===== config.mk =====
export PLATFORM = sky130hd
export DESIGN_NAME = ft_recovery_ctrl_flat
export DESIGN_NICKNAME = d
export VERILOG_FILES = /design/src/rtl/ft_recovery_ctrl_if.sv /design/src/rtl/ft_recovery_ctrl.sv /design/src/flat_wrapper.sv
export SDC_FILE = /design/constraint.sdc
export NUM_CORES = 1
export LEC_CHECK = 0
export ABC_AREA = 1
export ABC_CLOCK_PERIOD_IN_PS = 1700
export CELL_PAD_IN_SITES_DETAIL_PLACEMENT = 0
export CELL_PAD_IN_SITES_GLOBAL_PLACEMENT = 1
export CORE_ASPECT_RATIO = 0.6
export CORE_MARGIN = 2
export CORE_UTILIZATION = 42
export CTS_CLUSTER_DIAMETER = 50
export DETAILED_ROUTE_END_ITERATION = 10
export DONT_BUFFER_PORTS = 1
export MAX_ROUTING_LAYER = met4
export PLACE_DENSITY = 0.72
export REMOVE_ABC_BUFFERS = 1
export SETUP_SLACK_MARGIN = 0.15
export SLEW_MARGIN = 20
export SYNTH_ARGS = -nofsm -noshare
export SYNTH_HDL_FRONTEND = slang
export SYNTH_SLANG_ARGS = --single-unit

===== constraint.sdc =====
create_clock -name clk_i -period 1.7 [get_ports clk_i]
set_clock_uncertainty 0.1 [all_clocks]
set_input_delay 0.255 -clock clk_i [delete_from_list [all_inputs] [get_ports clk_i]]
set_output_delay 0.255 -clock clk_i [all_outputs]
set_load 0.03 [all_outputs]

===== src/rtl/ft_recovery_ctrl_if.sv =====
// ft_recovery_ctrl_if: recovery stream from the lockstep checker plus the
// core-side control bus driven by ft_recovery_ctrl.
// The slave modport belongs to the controller; master belongs to whoever
// drives the recovery stream and observes the core-side strobes.
interface ft_recovery_ctrl_if #(
    parameter int ADDR_WIDTH = 5,
    parameter int DATA_WIDTH = 2**ADDR_WIDTH
);
    logic                  halt_i;
    logic                  shift_i;
    logic                  resume_i;
    logic [ADDR_WIDTH-1:0] addr_i;
    logic [DATA_WIDTH-1:0] data_i;
    logic [DATA_WIDTH-1:0] spc_i;
    logic                  halted_a_i;
    logic                  halted_b_i;

    logic                  debug_req_o;
    logic                  rf_we_o;
    logic [ADDR_WIDTH-1:0] rf_addr_o;
    logic [DATA_WIDTH-1:0] rf_wdata_o;
    logic                  pc_we_o;
    logic [DATA_WIDTH-1:0] pc_o;
    logic                  busy_o;
    logic                  done_o;
    logic [ADDR_WIDTH:0]   wr_count_o;
    logic                  error_o;

    modport slave (
        input  halt_i, shift_i, resume_i, addr_i, data_i, spc_i,
        input  halted_a_i, halted_b_i,
        output debug_req_o, rf_we_o, rf_addr_o, rf_wdata_o, pc_we_o, pc_o,
        output busy_o, done_o, wr_count_o, error_o
    );

    modport master (
        output halt_i, shift_i, resume_i, addr_i, data_i, spc_i,
        output halted_a_i, halted_b_i,
        input  debug_req_o, rf_we_o, rf_addr_o, rf_wdata_o, pc_we_o, pc_o,
        input  busy_o, done_o, wr_count_o, error_o
    );
endinterface


===== src/rtl/ft_recovery_ctrl.sv =====
// ft_recovery_ctrl: core-side responder to the lockstep checker's recovery
// sequence. Halts both cores, replays the saved register file into them,
// reloads the PC, then releases the cores.
// Optional halt-ack watchdog: define FT_RECOVERY_TIMEOUT_EN to abort a
// recovery whose cores never acknowledge the halt within TIMEOUT_CYC cycles.
// The cores stay halted through PC_LOAD and are released only in RELEASE.
module ft_recovery_ctrl #(
    parameter int ADDR_WIDTH  = 5,
    parameter int DATA_WIDTH  = 2**ADDR_WIDTH,
    parameter int TIMEOUT_CYC = 64
) (
    input  logic              clk_i,
    input  logic              rst_ni,
    ft_recovery_ctrl_if.slave bus
);
    localparam int CW = ADDR_WIDTH + 1;
    localparam logic [CW-1:0] COUNT_MAX = CW'(2**ADDR_WIDTH);

    typedef enum logic [2:0] {
        IDLE,
        HALT_REQ,
        RESTORE,
        PC_LOAD,
        RELEASE
    } state_t;

    state_t                state_q, state_d;
    logic                  debugReq_q, debugReq_d;
    logic                  rfWe_q, rfWe_d;
    logic [ADDR_WIDTH-1:0] rfAddr_q, rfAddr_d;
    logic [DATA_WIDTH-1:0] rfWdata_q, rfWdata_d;
    logic                  pcWe_q, pcWe_d;
    logic [DATA_WIDTH-1:0] pc_q, pc_d;
    logic                  done_q, done_d;
    logic [CW-1:0]         wrCount_q, wrCount_d;
    logic                  bothAcked;
    logic                  bothReleased;

`ifdef FT_RECOVERY_TIMEOUT_EN
    localparam int TW = $clog2(TIMEOUT_CYC) + 1;
    localparam logic [TW-1:0] TMO_LAST = TW'(TIMEOUT_CYC - 1);
    logic [TW-1:0] tmo_q, tmo_d;
    logic          error_q, error_d;
`else
    // The watchdog limit only matters when the watchdog is built in.
    if (TIMEOUT_CYC < 1) begin : g_timeoutUnused
    end
`endif

    assign bothAcked    = bus.halted_a_i & bus.halted_b_i;
    assign bothReleased = ~bus.halted_a_i & ~bus.halted_b_i;

    // Next-state and registered-output decisions for the recovery sequence.
    always_comb begin
        state_d   = state_q;
        rfWe_d    = 1'b0;
        rfAddr_d  = rfAddr_q;
        rfWdata_d = rfWdata_q;
        pcWe_d    = 1'b0;
        pc_d      = pc_q;
        done_d    = 1'b0;
        wrCount_d = wrCount_q;
`ifdef FT_RECOVERY_TIMEOUT_EN
        tmo_d     = tmo_q;
        error_d   = 1'b0;
`endif
        case (state_q)
            IDLE: begin
                if (bus.halt_i) begin
                    state_d   = HALT_REQ;
                    wrCount_d = '0;
`ifdef FT_RECOVERY_TIMEOUT_EN
                    tmo_d     = '0;
`endif
                end
            end
            HALT_REQ: begin
                if (bothAcked) begin
                    state_d = RESTORE;
                end
`ifdef FT_RECOVERY_TIMEOUT_EN
                else if (tmo_q == TMO_LAST) begin
                    state_d = IDLE;
                    error_d = 1'b1;
                end else begin
                    tmo_d = tmo_q + TW'(1);
                end
`endif
            end
            RESTORE: begin
                if (bus.shift_i && (bus.addr_i != '0)) begin
                    rfWe_d    = 1'b1;
                    rfAddr_d  = bus.addr_i;
                    rfWdata_d = bus.data_i;
                    if (wrCount_q != COUNT_MAX) begin
                        wrCount_d = wrCount_q + CW'(1);
                    end
                end
                if (bus.resume_i) begin
                    state_d = PC_LOAD;
                    pcWe_d  = 1'b1;
                    pc_d    = bus.spc_i;
                end
            end
            PC_LOAD: begin
                state_d = RELEASE;
            end
            RELEASE: begin
                if (bothReleased) begin
                    state_d = IDLE;
                    done_d  = 1'b1;
                end
            end
            default: begin
                state_d = IDLE;
            end
        endcase
        debugReq_d = (state_d == HALT_REQ) || (state_d == RESTORE) || (state_d == PC_LOAD);
    end

    // State and output registers; reset clears everything including any pending strobe.
    always_ff @(posedge clk_i) begin
        if (!rst_ni) begin
            state_q    <= IDLE;
            debugReq_q <= 1'b0;
            rfWe_q     <= 1'b0;
            rfAddr_q   <= '0;
            rfWdata_q  <= '0;
            pcWe_q     <= 1'b0;
            pc_q       <= '0;
            done_q     <= 1'b0;
            wrCount_q  <= '0;
`ifdef FT_RECOVERY_TIMEOUT_EN
            tmo_q      <= '0;
            error_q    <= 1'b0;
`endif
        end else begin
            state_q    <= state_d;
            debugReq_q <= debugReq_d;
            rfWe_q     <= rfWe_d;
            rfAddr_q   <= rfAddr_d;
            rfWdata_q  <= rfWdata_d;
            pcWe_q     <= pcWe_d;
            pc_q       <= pc_d;
            done_q     <= done_d;
            wrCount_q  <= wrCount_d;
`ifdef FT_RECOVERY_TIMEOUT_EN
            tmo_q      <= tmo_d;
            error_q    <= error_d;
`endif
        end
    end

    assign bus.debug_req_o = debugReq_q;
    assign bus.rf_we_o     = rfWe_q;
    assign bus.rf_addr_o   = rfAddr_q;
    assign bus.rf_wdata_o  = rfWdata_q;
    assign bus.pc_we_o     = pcWe_q;
    assign bus.pc_o        = pc_q;
    assign bus.busy_o      = (state_q != IDLE);
    assign bus.done_o      = done_q;
    assign bus.wr_count_o  = wrCount_q;
`ifdef FT_RECOVERY_TIMEOUT_EN
    assign bus.error_o     = error_q;
`else
    assign bus.error_o     = 1'b0;
`endif

endmodule


===== src/flat_wrapper.sv =====
// flat-port wrapper written by rule: the top's interface ports become plain ports
module ft_recovery_ctrl_flat 
#(
    parameter int ADDR_WIDTH  = 5,
    parameter int DATA_WIDTH  = 2**ADDR_WIDTH,
    parameter int TIMEOUT_CYC = 64
)
  (clk_i, rst_ni, bus_halt_i, bus_shift_i, bus_resume_i, bus_addr_i, bus_data_i, bus_spc_i, bus_halted_a_i, bus_halted_b_i, bus_debug_req_o, bus_rf_we_o, bus_rf_addr_o, bus_rf_wdata_o, bus_pc_we_o, bus_pc_o, bus_busy_o, bus_done_o, bus_wr_count_o, bus_error_o);
  ft_recovery_ctrl_if #(.ADDR_WIDTH(ADDR_WIDTH), .DATA_WIDTH(DATA_WIDTH)) bus_i ();
  input  logic clk_i;
  input  logic rst_ni;
  input wire logic [$bits(bus_i.halt_i)-1:0] bus_halt_i;
  input wire logic [$bits(bus_i.shift_i)-1:0] bus_shift_i;
  input wire logic [$bits(bus_i.resume_i)-1:0] bus_resume_i;
  input wire logic [$bits(bus_i.addr_i)-1:0] bus_addr_i;
  input wire logic [$bits(bus_i.data_i)-1:0] bus_data_i;
  input wire logic [$bits(bus_i.spc_i)-1:0] bus_spc_i;
  input wire logic [$bits(bus_i.halted_a_i)-1:0] bus_halted_a_i;
  input wire logic [$bits(bus_i.halted_b_i)-1:0] bus_halted_b_i;
  output wire logic [$bits(bus_i.debug_req_o)-1:0] bus_debug_req_o;
  output wire logic [$bits(bus_i.rf_we_o)-1:0] bus_rf_we_o;
  output wire logic [$bits(bus_i.rf_addr_o)-1:0] bus_rf_addr_o;
  output wire logic [$bits(bus_i.rf_wdata_o)-1:0] bus_rf_wdata_o;
  output wire logic [$bits(bus_i.pc_we_o)-1:0] bus_pc_we_o;
  output wire logic [$bits(bus_i.pc_o)-1:0] bus_pc_o;
  output wire logic [$bits(bus_i.busy_o)-1:0] bus_busy_o;
  output wire logic [$bits(bus_i.done_o)-1:0] bus_done_o;
  output wire logic [$bits(bus_i.wr_count_o)-1:0] bus_wr_count_o;
  output wire logic [$bits(bus_i.error_o)-1:0] bus_error_o;
  assign bus_i.halt_i = bus_halt_i;
  assign bus_i.shift_i = bus_shift_i;
  assign bus_i.resume_i = bus_resume_i;
  assign bus_i.addr_i = bus_addr_i;
  assign bus_i.data_i = bus_data_i;
  assign bus_i.spc_i = bus_spc_i;
  assign bus_i.halted_a_i = bus_halted_a_i;
  assign bus_i.halted_b_i = bus_halted_b_i;
  assign bus_debug_req_o = bus_i.debug_req_o;
  assign bus_rf_we_o = bus_i.rf_we_o;
  assign bus_rf_addr_o = bus_i.rf_addr_o;
  assign bus_rf_wdata_o = bus_i.rf_wdata_o;
  assign bus_pc_we_o = bus_i.pc_we_o;
  assign bus_pc_o = bus_i.pc_o;
  assign bus_busy_o = bus_i.busy_o;
  assign bus_done_o = bus_i.done_o;
  assign bus_wr_count_o = bus_i.wr_count_o;
  assign bus_error_o = bus_i.error_o;
  ft_recovery_ctrl #(.ADDR_WIDTH(ADDR_WIDTH), .DATA_WIDTH(DATA_WIDTH), .TIMEOUT_CYC(TIMEOUT_CYC)) u_core (.clk_i(clk_i), .rst_ni(rst_ni), .bus(bus_i));
endmodule

==> results.yml <==
status:
  outcome: "complete, but fails checks"
  failed_checks: "negative hold slack"
clocking:
  clkLatencyLatePin_ns: 0.33
  clock_path_buffers: 2
  cts_made_buffers: 9
  clock-sinks: 82
  cts_tree: "yes"
  htreeDepth: 3
  clockRootBuffer: "clkbuf_16"
  clkTransAtPathRegs_ns: 0.06
place:
  numPortBuffers: 0
  dp_slack_ns: 0.123
  place_hpwl_mm: 5.17
  gp_congestion: 0.813
synth:
  syn_inst: 393
  synth_top_family_by_area: "simple AND/OR/NAND/NOR gates"
  synth_compound_area_share_pct: 13.6
  synth-seq-area-share_pct: 52.9
  synthesis.area_um2: 3100
  synth_fa_ha_area_share_pct: 0.807
  synth_warnings: 0
  synth-xor-area-share_pct: 0.847
  ys_seq_elements: 82
  synth-simple-area-share_pct: 24.3
  synth_cell_types: 25
  syn_avg_cell_area_um2: 7.89
  muxShareOfSynthArea_pct: 0
sta:
  maxSlewViolCount: 0
  finalCritPeriodShare_pct: 88.6
  fmax_ghz: 0.664
  fin_ws_ns: 0.194
  fin_crit_ns: 1.51
  whs_ns: -0.0319
  rsz0062_at_grt: "yes"
  final_hold_viol_count: 8
  setup_viol: 0
critical_path:
  required_ns: 1.82
  crit_family: "simple AND/OR/NAND/NOR gates"
  path_max_fanout: 7
  crit_type: "reg2reg"
  r2r_start: "u_core.state_q[2]"
  end_kind: "flop"
  slowest_stage: "dfxtp_2"
  crit_path_cell_trace: "inv_2, nand3_4, nor2_4, nand2_8, buf_4, o21ai_1, nor2_1"
  cp.arrival_ns: 1.63
  cpPeakStageDelay_ns: 0.34
  worstRegToRegCells: 7
  critPathBufInv: 2
  cp-start-kind: "flop"
  rr_endpoint: "u_core.bus.rf_wdata_o[8]"
  rrSetupSlack_ns: 0.19
floorplan:
  coreArea_um2: 7210
  rows: 24
  num_io_pins: 157
  start_util_pct: 43.0
  die_w_um: 115
  die_h_um: 70.6
  dieArea_um2: 8110
drt:
  drtIter0Drc: 154
  drtAntennaViolNets: 0
  dr_wl_met3_um: 665
  dr_wl_met2_mm: 3.89
  wl_met1_mm: 3.71
  drc_errors: 0
  top_layer_used: "met4"
  first_pass_iters: 4
  num_vias: 2772
  vias_per_cell: 4.99
  wire_per_inst_um: 15.0
  wl_mm: 8.32
power_and_ir_drop:
  p_per_area_nw_per_um2: 1040
  leakagePower_nw: 1.68
  ir_drop_uv: 461
final_layout:
  n_antenna_cell: 0
  final_cell_mix: "nor2_1 (151), dfxtp_1 (78), dlygate4sd3_1 (60)"
  layout.cells.most_common: "nor2_1"
  multi_input_area_um2: 1260
  seqCellArea_um2: 1650
  syn_to_final_growth_pct: 34.9
  nNetsFinal: 538
  fill_cells: 660
  drive_above_1_share_pct: 11.0
flow_run:
  drv_cap: 0
grt:
  grt_max_degree: 74
  grt_pass1_wl_mm: 11.9
  grt_overflow: 0
  gr-usage-all-layers_pct: 19.5
  antenna_found_initial: 0
  grt_pass1_vias: 2450
min_path:
  min_path_cells: 2
  min_to: "u_core.bus.rf_wdata_o[28]"
  min_path_type: "in2reg"
  worstHoldStart: "bus_data_i[28]"
## sequential cells by signal, summed over array words and instances, names as in the netlist
| signal | count |
|---|---|
| u_core.bus.pc_we_o | 1 |
| u_core.bus.debug_req_o | 1 |
| u_core.state_q | 3 |
| u_core.bus.pc_o | 32 |
| u_core.bus.rf_we_o | 1 |
| u_core.bus.rf_addr_o | 5 |
| u_core.bus.done_o | 1 |
| u_core.bus.wr_count_o | 6 |
| u_core.bus.rf_wdata_o | 32 |
## worst max-delay path by stage
stage,startpoint,endpoint,slack (ns),depth (start not counted)
2_1_floorplan,u_core.state_q[1],u_core.bus.debug_req_o,-0.26,6
3_3_place_gp,u_core.state_q[1],u_core.bus.rf_wdata_o[20],0.17,6
3_5_place_dp,u_core.state_q[2],u_core.bus.rf_wdata_o[19],0.12,7
4_1_cts,u_core.state_q[1],u_core.bus.wr_count_o[5],0.15,5
5_1_grt,u_core.state_q[2],u_core.bus.wr_count_o[4],0.1,7
6_report,u_core.state_q[2],u_core.bus.rf_wdata_o[8],0.19,7
## power breakdown
group	total, mW	internal (mW)	switching [mW]
Clock	1.93	1.14	0.783
Sequential	2.09	1.97	0.115
Combinational	0.344	0.170	0.174
Total	4.36	3.29	1.07
## cell families after synthesis
family / after synthesis
and+or+nand+nor: 186
adders and majority gates: 2
other: 1
xor gates and xnor gates: 3
buffers and inverters: 36
DFF: 82
AOI/OAI and AO/OA: 83
## repair_timing
| item | 4_1_cts | 5_1_grt |
|---|---|---|
| pin swaps | 0 | 2 |
| endpoints found under the setup margin | 19 | 74 |
| hold endpoints to repair | 73 | 65 |
| hold buffers | 10 | 51 |
| gates cloned | 0 | 1 |
| gates resized for setup | 4 | 26 |
| buffers inserted | 0 | 5 |
## metal layers
layer / vias to the layer above / track usage [%]
li1: 1391 / -
met1: 1280 / 22.5
met2: 96 / 29.2
met3: 5 / 10.3
met4: 0 / 6.43
met5: - / -
## cell usage after synthesis
cell type | count | area, um2
inv_2 | 2 | 7.51
buf_6 | 6 | 67.6
ha_1 | 2 | 25.0
nand2_2 | 1 | 6.26
nand3_2 | 1 | 10.0
inv_1 | 9 | 33.8
nand3_4 | 1 | 17.5
nor2_4 | 2 | 22.5
buf_4 | 1 | 7.51
a22oi_1 | 2 | 15.0
clkinv_1 | 2 | 7.51
xor2_1 | 1 | 8.76
o21ai_0 | 55 | 275
conb_1 | 1 | 3.75
a21oi_1 | 8 | 40.0
xnor2_1 | 2 | 17.5
clkbuf_1 | 12 | 45.0
dfxtp_1 | 82 | 1640
buf_8 | 3 | 45.0
o21ai_1 | 18 | 90.1
or2_2 | 1 | 6.26
inv_12 | 1 | 16.3
nand2_1 | 16 | 60.1
nand3_1 | 12 | 60.1
nor2_1 | 152 | 571
## area by class of cell
class,count,share of cell area [%]
timing repair buffer,78,19.0
multi-input combinational,275,30.1
inverter,14,1.56
clock buffer,9,5.39
tap,91,2.72
sequential,82,39.4
clock inverter,7,1.86
## metrics by stage
stage	power (mW)	TNS, ns	util, %	cells	cell area [um2]
floorplan	2.26	-8.85	-	371	2940
global placement	2.31	0	43.5	473	3130
detailed placement	2.31	0	43.5	473	3130
CTS	4.28	0	49.2	499	3550
global route	4.55	0	58.0	556	4180
finish	4.36	0	58.0	556	4180
Power figures use the tool's default switching activity.
